===== src/rtl/fb_pkg.sv =====
// fb_pkg: shared types and constants for the frame-buffer SRAM arbiter
package fb_pkg;
  localparam int AW_DEF = 16;
  localparam int DW_DEF = 8;
  localparam int RD_CYCLES = 2;
  localparam int WR_CYCLES = 3;
  typedef enum logic [2:0] {IDLE, RD_A, RD_B, WR_A, WR_B, WR_C} state_t;
  typedef enum logic [1:0] {SRC_RD, SRC_FIFO, SRC_CLR} src_t;
endpackage


===== src/rtl/fb_sram_arbiter_if.sv =====
// fb_sram_arbiter_if: requester handshakes plus SRAM pin-side signals of the arbiter
interface fb_sram_arbiter_if import fb_pkg::*; #(
  parameter int AW = AW_DEF,
  parameter int DW = DW_DEF
) ();
  logic          rdReq;
  logic [AW-1:0] rdAddr;
  logic [DW-1:0] rdData;
  logic          rdValid;
  logic          rdLate;
  logic          wrReq;
  logic [AW-1:0] wrAddr;
  logic [DW-1:0] wrData;
  logic          wrFull;
  logic          wrOverflow;
  logic          clrStart;
  logic [DW-1:0] clrValue;
  logic          clrBusy;
  logic          clrDone;
  logic [AW-1:0] aMem;
  logic [DW-1:0] dMemIn;
  logic [DW-1:0] dMemOut;
  logic          dirout;
  logic          nCsMem;
  logic          nOeMem;
  logic          nWeMem;
  modport slave (
    input  rdReq, rdAddr, wrReq, wrAddr, wrData, clrStart, clrValue, dMemIn,
    output rdData, rdValid, rdLate, wrFull, wrOverflow, clrBusy, clrDone,
           aMem, dMemOut, dirout, nCsMem, nOeMem, nWeMem
  );
  modport master (
    output rdReq, rdAddr, wrReq, wrAddr, wrData, clrStart, clrValue, dMemIn,
    input  rdData, rdValid, rdLate, wrFull, wrOverflow, clrBusy, clrDone,
           aMem, dMemOut, dirout, nCsMem, nOeMem, nWeMem
  );
endinterface


===== src/rtl/wr_post_fifo.sv =====
// wr_post_fifo: synchronous {addr,data} write-posting FIFO; pushes while full are dropped
module wr_post_fifo #(
  parameter int AW = 16,
  parameter int DW = 8,
  parameter int DEPTH = 4
) (
  input  logic                   clk,
  input  logic                   reset,
  input  logic                   push_i,
  input  logic [AW-1:0]          addr_i,
  input  logic [DW-1:0]          data_i,
  input  logic                   pop_i,
  output logic [AW-1:0]          addr_o,
  output logic [DW-1:0]          data_o,
  output logic                   full_o,
  output logic                   empty_o,
  output logic [$clog2(DEPTH):0] count_o
);
  localparam int PW = $clog2(DEPTH);
  logic [AW+DW-1:0] mem_q [DEPTH];
  logic [PW-1:0] wp_q, rp_q;
  logic [PW:0] cnt_q;
  logic do_push, do_pop;
  assign full_o = cnt_q == (PW+1)'(DEPTH);
  assign empty_o = cnt_q == '0;
  assign count_o = cnt_q;
  assign do_push = push_i && !full_o;
  assign do_pop = pop_i && !empty_o;
  assign {addr_o, data_o} = mem_q[rp_q];
  always_ff @(posedge clk) begin
    if (reset) begin
      wp_q <= '0;
      rp_q <= '0;
      cnt_q <= '0;
    end else begin
      if (do_push) mem_q[wp_q] <= {addr_i, data_i};
      wp_q <= wp_q + PW'(do_push);
      rp_q <= rp_q + PW'(do_pop);
      cnt_q <= cnt_q + (PW+1)'(do_push) - (PW+1)'(do_pop);
    end
  end
endmodule


===== src/rtl/fb_sram_arbiter.sv =====
// fb_sram_arbiter: shares one async SRAM between display reads, posted capture writes and a clear engine
module fb_sram_arbiter import fb_pkg::*; #(
  parameter int AW = AW_DEF,
  parameter int DW = DW_DEF,
  parameter int FIFO_DEPTH = 4
) (
  input logic clk,
  input logic reset,
  fb_sram_arbiter_if.slave bus
);
  localparam int CW = $clog2(FIFO_DEPTH) + 1;
  state_t state_q;
  src_t src_q;
  logic [AW-1:0] a_q, rd_addr_q, rd_addr_d, f_addr;
  logic [DW-1:0] d_q, rd_data_q, clr_val_q, f_data;
  logic [AW:0] clr_cnt_q;
  logic [CW-1:0] f_count;
  logic dir_q, ncs_q, noe_q, nwe_q;
  logic rd_pend_q, rd_valid_q, rd_late_q, ovf_q, clr_busy_q, clr_done_q;
  logic f_full, f_empty;
  logic decide, rd_any, rd_go, fifo_go, clr_go, clr_last;
  wr_post_fifo #(.AW(AW), .DW(DW), .DEPTH(FIFO_DEPTH)) u_fifo (
    .clk(clk), .reset(reset),
    .push_i(bus.wrReq), .addr_i(bus.wrAddr), .data_i(bus.wrData),
    .pop_i(fifo_go), .addr_o(f_addr), .data_o(f_data),
    .full_o(f_full), .empty_o(f_empty), .count_o(f_count)
  );
  assign decide = state_q == IDLE || state_q == RD_B || state_q == WR_C;
  assign rd_any = bus.rdReq || rd_pend_q;
  assign rd_addr_d = bus.rdReq ? bus.rdAddr : rd_addr_q;
  assign rd_go = decide && rd_any;
  assign fifo_go = decide && !rd_any && !f_empty;
  // counter MSB marks that the final clear address has already been issued
  assign clr_go = decide && !rd_any && f_empty && clr_busy_q && !clr_cnt_q[AW];
  assign clr_last = state_q == WR_C && src_q == SRC_CLR && clr_cnt_q[AW];
  always_ff @(posedge clk) begin
    if (reset) begin
      state_q <= IDLE;
      src_q <= SRC_RD;
      a_q <= '0;
      d_q <= '0;
      dir_q <= 1'b1;
      ncs_q <= 1'b1;
      noe_q <= 1'b1;
      nwe_q <= 1'b1;
      rd_pend_q <= 1'b0;
      rd_addr_q <= '0;
      rd_data_q <= '0;
      rd_valid_q <= 1'b0;
      rd_late_q <= 1'b0;
      ovf_q <= 1'b0;
      clr_busy_q <= 1'b0;
      clr_done_q <= 1'b0;
      clr_val_q <= '0;
      clr_cnt_q <= '0;
    end else begin
      rd_valid_q <= state_q == RD_B;
      if (state_q == RD_B) rd_data_q <= bus.dMemIn;
      if (bus.rdReq && rd_pend_q) rd_late_q <= 1'b1;
      if (bus.wrReq && f_full) ovf_q <= 1'b1;
      rd_pend_q <= rd_go ? 1'b0 : rd_any;
      if (bus.rdReq) rd_addr_q <= bus.rdAddr;
      clr_done_q <= clr_last;
      if (clr_go) clr_cnt_q <= clr_cnt_q + 1'b1;
      if (clr_last) clr_busy_q <= 1'b0;
      else if (bus.clrStart && !clr_busy_q) begin
        clr_busy_q <= 1'b1;
        clr_val_q <= bus.clrValue;
        clr_cnt_q <= '0;
      end
      if (rd_go) begin
        state_q <= RD_A;
        src_q <= SRC_RD;
        a_q <= rd_addr_d;
        d_q <= '0;
        {ncs_q, noe_q, nwe_q, dir_q} <= 4'b0011;
      end else if (fifo_go || clr_go) begin
        state_q <= WR_A;
        src_q <= fifo_go ? SRC_FIFO : SRC_CLR;
        a_q <= fifo_go ? f_addr : clr_cnt_q[AW-1:0];
        d_q <= fifo_go ? f_data : clr_val_q;
        {ncs_q, noe_q, nwe_q, dir_q} <= 4'b0110;
      end else if (decide) begin
        state_q <= IDLE;
        a_q <= '0;
        d_q <= '0;
        {ncs_q, noe_q, nwe_q, dir_q} <= 4'b1111;
      end else begin
        state_q <= state_q == RD_A ? RD_B : state_q == WR_A ? WR_B : WR_C;
        nwe_q <= state_q != WR_A;
      end
    end
  end
  assign bus.aMem = a_q;
  assign bus.dMemOut = d_q;
  assign bus.dirout = dir_q;
  assign bus.nCsMem = ncs_q;
  assign bus.nOeMem = noe_q;
  assign bus.nWeMem = nwe_q;
  assign bus.rdData = rd_data_q;
  assign bus.rdValid = rd_valid_q;
  assign bus.rdLate = rd_late_q;
  assign bus.wrFull = f_count == CW'(FIFO_DEPTH);
  assign bus.wrOverflow = ovf_q;
  assign bus.clrBusy = clr_busy_q;
  assign bus.clrDone = clr_done_q;
endmodule


===== src/flat_wrapper.sv =====
// flat-port wrapper written by rule: the top's interface ports become plain ports
module fb_sram_arbiter_flat import fb_pkg::*;
#(
  parameter int AW = AW_DEF,
  parameter int DW = DW_DEF,
  parameter int FIFO_DEPTH = 4
)
  (clk, reset, bus_rdReq, bus_rdAddr, bus_wrReq, bus_wrAddr, bus_wrData, bus_clrStart, bus_clrValue, bus_dMemIn, bus_rdData, bus_rdValid, bus_rdLate, bus_wrFull, bus_wrOverflow, bus_clrBusy, bus_clrDone, bus_aMem, bus_dMemOut, bus_dirout, bus_nCsMem, bus_nOeMem, bus_nWeMem);
  fb_sram_arbiter_if #(.AW(AW), .DW(DW)) bus_i ();
  input logic clk;
  input logic reset;
  input wire logic [$bits(bus_i.rdReq)-1:0] bus_rdReq;
  input wire logic [$bits(bus_i.rdAddr)-1:0] bus_rdAddr;
  input wire logic [$bits(bus_i.wrReq)-1:0] bus_wrReq;
  input wire logic [$bits(bus_i.wrAddr)-1:0] bus_wrAddr;
  input wire logic [$bits(bus_i.wrData)-1:0] bus_wrData;
  input wire logic [$bits(bus_i.clrStart)-1:0] bus_clrStart;
  input wire logic [$bits(bus_i.clrValue)-1:0] bus_clrValue;
  input wire logic [$bits(bus_i.dMemIn)-1:0] bus_dMemIn;
  output wire logic [$bits(bus_i.rdData)-1:0] bus_rdData;
  output wire logic [$bits(bus_i.rdValid)-1:0] bus_rdValid;
  output wire logic [$bits(bus_i.rdLate)-1:0] bus_rdLate;
  output wire logic [$bits(bus_i.wrFull)-1:0] bus_wrFull;
  output wire logic [$bits(bus_i.wrOverflow)-1:0] bus_wrOverflow;
  output wire logic [$bits(bus_i.clrBusy)-1:0] bus_clrBusy;
  output wire logic [$bits(bus_i.clrDone)-1:0] bus_clrDone;
  output wire logic [$bits(bus_i.aMem)-1:0] bus_aMem;
  output wire logic [$bits(bus_i.dMemOut)-1:0] bus_dMemOut;
  output wire logic [$bits(bus_i.dirout)-1:0] bus_dirout;
  output wire logic [$bits(bus_i.nCsMem)-1:0] bus_nCsMem;
  output wire logic [$bits(bus_i.nOeMem)-1:0] bus_nOeMem;
  output wire logic [$bits(bus_i.nWeMem)-1:0] bus_nWeMem;
  assign bus_i.rdReq = bus_rdReq;
  assign bus_i.rdAddr = bus_rdAddr;
  assign bus_i.wrReq = bus_wrReq;
  assign bus_i.wrAddr = bus_wrAddr;
  assign bus_i.wrData = bus_wrData;
  assign bus_i.clrStart = bus_clrStart;
  assign bus_i.clrValue = bus_clrValue;
  assign bus_i.dMemIn = bus_dMemIn;
  assign bus_rdData = bus_i.rdData;
  assign bus_rdValid = bus_i.rdValid;
  assign bus_rdLate = bus_i.rdLate;
  assign bus_wrFull = bus_i.wrFull;
  assign bus_wrOverflow = bus_i.wrOverflow;
  assign bus_clrBusy = bus_i.clrBusy;
  assign bus_clrDone = bus_i.clrDone;
  assign bus_aMem = bus_i.aMem;
  assign bus_dMemOut = bus_i.dMemOut;
  assign bus_dirout = bus_i.dirout;
  assign bus_nCsMem = bus_i.nCsMem;
  assign bus_nOeMem = bus_i.nOeMem;
  assign bus_nWeMem = bus_i.nWeMem;
  fb_sram_arbiter #(.AW(AW), .DW(DW), .FIFO_DEPTH(FIFO_DEPTH)) u_core (.clk(clk), .reset(reset), .bus(bus_i));
endmodule

===== config.mk =====
export PLATFORM = sky130hd
export DESIGN_NAME = fb_sram_arbiter_flat
export DESIGN_NICKNAME = d
export VERILOG_FILES = /design/src/rtl/fb_pkg.sv /design/src/rtl/fb_sram_arbiter_if.sv /design/src/rtl/wr_post_fifo.sv /design/src/rtl/fb_sram_arbiter.sv /design/src/flat_wrapper.sv
export SDC_FILE = /design/constraint.sdc
export NUM_CORES = 1
export LEC_CHECK = 0
export BUFFER_PORTS_ARGS = -buffer_cell sky130_fd_sc_hd__buf_2
export CORE_MARGIN = 2
export CORE_UTILIZATION = 45
export DETAILED_ROUTE_END_ITERATION = 8
export PLACE_DENSITY = 0.67
export SLEW_MARGIN = 20
export SYNTH_ARGS = -nofsm -noshare
export SYNTH_HDL_FRONTEND = slang
export SYNTH_SLANG_ARGS = --single-unit
export TNS_END_PERCENT = 1

===== constraint.sdc =====
create_clock -name clk -period 12.4 [get_ports clk]
set_clock_uncertainty 0.15 [all_clocks]
set_input_delay 2.48 -clock clk [delete_from_list [all_inputs] [get_ports clk]]
set_output_delay 2.48 -clock clk [all_outputs]
set_load 0.01 [all_outputs]

==> results.yml <==
clock_network:
  cts.sinks: 191
  htreeDepth: 4
  cts_buffer_depth: 2
  clkLatencyLatePin_ns: 0.43
  cts_hold_buf: 0
  cts_setup_buffers: 0
  cts_tree: "built"
  numCtsBuffers: 17
  cts_resized: 0
  path_clk_slew_ns: 0.07
  cts-root-buf: "clkbuf_16"
worst_setup_path:
  cpPeakStageDelay_ns: 0.49
  path_class: "input port to flop"
  cpMostUsedCell: "xnor2_1"
  path_max_fanout: 28
  cp-start-kind: "input port"
  cp_cell_sequence: "buf_2 > or2_2 > a211oi_4 > xnor2_1 > ha_1 > inv_1 > fa_1 > xor2_1 > xnor2_1 > nor2_1"
  crit_arrival_ns: 4.89
  crit_path_end_kind: "flop"
  worstRegToRegCells: 9
  reg2reg_setup_slack_ns: 9.62
  critical-path-slowest-cell: "or2_2"
  required_ns: 12.54
detailed_routing:
  drt-total-wl_um: 17200
  num_vias: 5125
  drt_iter0_markers: 353
  post_drt_wl_per_cell_um: 18.7
  drc: 0
  firstDrtPassIters: 5
  ant_nets: 0
  viasPerCell: 5.56
synthesis:
  postSynthAreaPerCell_um2: 12.9
  netlist_area_um2: 7680
  ys_warn_count: 0
  synth_edf_count: 96
  syn-instance-count: 596
  ys.flop_type: "edfxtp_1"
  seq_area_frac_synth_pct: 62.3
  synthArstFlopShare_pct: 0
  ys_types: 64
  synth-seq-cells: 191
  syn_nets: 661
sta:
  rsz0062_at_grt: "no"
  setup_violations: 0
  final_hold_viol_count: 0
  hold_ws_ns: 0.308
  period_share_pct: 38.3
  tightest_slew_ns: 0.834
  period_minus_slack_ns: 4.75
  slew_viol_final: 0
  tns_ns: 0
  relSlewSlack_pct: 44.3
  fmax_mhz: 211
floorplan:
  ios: 103
  rows: 47
  start_util_pct: 46.1
  core_um2: 16600
  die_h_um: 135
  die_area_um2: 18100
  die_w_um: 135
pwr:
  p_leak_nw: 3.28
  comb_power_share_pct: 17.8
  p_sw_mw: 0.439
  p_int_mw: 1.16
  power_switching_share_pct: 27.4
  power_frac_clock_pct: 35.7
  vdd_drop_max_v: 0.000101
  power.density_nw_per_um2: 178
  seqPwrFrac_pct: 46.6
  p_total_mw: 1.60
layout:
  layout-drive-gt1-share_pct: 26.9
  synthToLayoutAreaGrowth_pct: 17.1
  diodes: 0
  final_nets: 754
  final_cells: 922
run_status:
  outcome: "complete, no violations"
hold_path:
  min_path_type: "flop to flop"
  min_path_cells: 2
grt:
  grt_pass1_vias: 4976
  grt_pass1_wl_um: 27000
  grt_start_max_net_pins: 74
  antenna_found_initial: 0
  grt_overflow_total: 0
  grt_util_all_layers_pct: 19.4
place:
  dp.cells: 889
  dp_hpwl_um: 11900
  gp_congestion: 0.868
  io_buffers: 102
run:
  max-cap-violations: 0
routing by layer:
metal	vias to the layer above	part of all wire (%)	GRT usage [%]
met1	2502	45	26.3
met4	0	1.9	6.43
li1	2422	-	-
met5	-	0	0
met2	174	48	31.3
met3	27	5.6	4.32
stage by stage:
step / area (um2) / util [%] / worst slack [ns]
after floorplan: 7680 / - / 6.55
after global placement: 8360 / 50.2 / 6.76
after detailed placement: 8360 / 50.2 / 6.65
after CTS: 8980 / 54.0 / 7.10
after global routing: 8990 / 54.0 / 7.47
final: 8990 / 54.0 / 7.65
worst paths after layout:
path | startpoint | endpoint
setup / recovery | bus_rdReq | u_core.u_fifo.count_o[2]
hold / removal | u_core.bus.rdData[5] | u_core.bus.rdData[5]
setup reg to reg | u_core.state_q[0] | u_core.u_fifo.count_o[2]
hold reg to reg | u_core.bus.rdData[5] | u_core.bus.rdData[5]
worst max-delay path, delay by kind of cell:
| kind | cells | cell delay (ns) |
|---|---|---|
| compound gates | 1 | 0.44 |
| xor+xnor | 3 | 0.50 |
| fa+ha+maj | 2 | 0.54 |
| buf+inv | 2 | 0.36 |
| simple gates | 2 | 0.54 |
cells by family (layout without fill, tap and decap cells):
group	Yosys count	in the layout	share of synthesized area, %
compound gates	110	110	10.6
xor+xnor	5	5	0.570
fa+ha+maj	4	4	0.750
buf+inv	47	153	2.90
flops	191	191	62.3
mux	55	55	11.1
simple gates	184	184	11.8
area by class of cell:
cell class	instances	area, um2
fill	1376	7650
timing repair buffer	113	597
inverter	8	30.0
sequential	191	4780
clock buffer	19	453
clock inverter	13	173
multi-input combinational	358	2680
tap	220	275
cell usage in the layout (no fill, tap or decap), types with 9 or more instances in the layout:
cell,synthesis,routed
a211oi_1,9,9
a21oi_1,33,33
buf_2,13,102
buf_4,4,10
clkbuf_16,0,17
dfxtp_1,95,95
edfxtp_1,96,96
mux2i_1,31,31
mux4_2,24,24
nand2_1,51,51
nand3_1,17,17
nor2_1,55,53
nor3_1,9,9
o21ai_0,9,9
o31ai_1,10,10
cells in the mapped netlist (all sizes together) (5+ instances only):
cell type  count  area, um2
nand3b         6       57.6
a22oi          8       65.1
mux4          24        541
a22o           7       61.3
a211oi        11        100
mux2i         31        310
clkbuf        19       71.3
a21oi         34        174
o21ai         10       50.0
nand2         51        191
or3            8       50.1
o31ai         10       75.1
edfxtp        96       2880
o22ai          5       31.3
inv            8       30.0
or3b           5       43.8
nor3          10       55.1
a21o           5       37.5
buf           20        121
nand3         17       85.1
nor2          57        219
dfxtp         95       1900
sequential cells by signal, summed over array words and instances, names as in the netlist, 2 cells and up:
signal / flops
u_core.u_fifo.rp_q: 2
u_core.u_fifo.count_o: 3
u_core.clr_val_q: 8
u_core.u_fifo.mem_q: 96
u_core.u_fifo.wp_q: 2
u_core.bus.aMem: 16
u_core.bus.dMemOut: 8
u_core.state_q: 3
u_core.bus.rdData: 8
u_core.src_q: 2
u_core.clr_cnt_q: 17
u_core.rd_addr_q: 16
power by group through the flow:
| stage | sequential [mW] | clock [mW] | combinational [mW] |
|---|---|---|---|
| 2_1_floorplan | 0.761 | 0 | 0.204 |
| 3_3_place_gp | 0.757 | 0 | 0.279 |
| 3_5_place_dp | 0.760 | 0 | 0.284 |
| 4_1_cts | 0.747 | 0.583 | 0.285 |
| 5_1_grt | 0.751 | 0.609 | 0.313 |
| 6_report | 0.746 | 0.571 | 0.284 |
(Power assumes the default switching activity.)
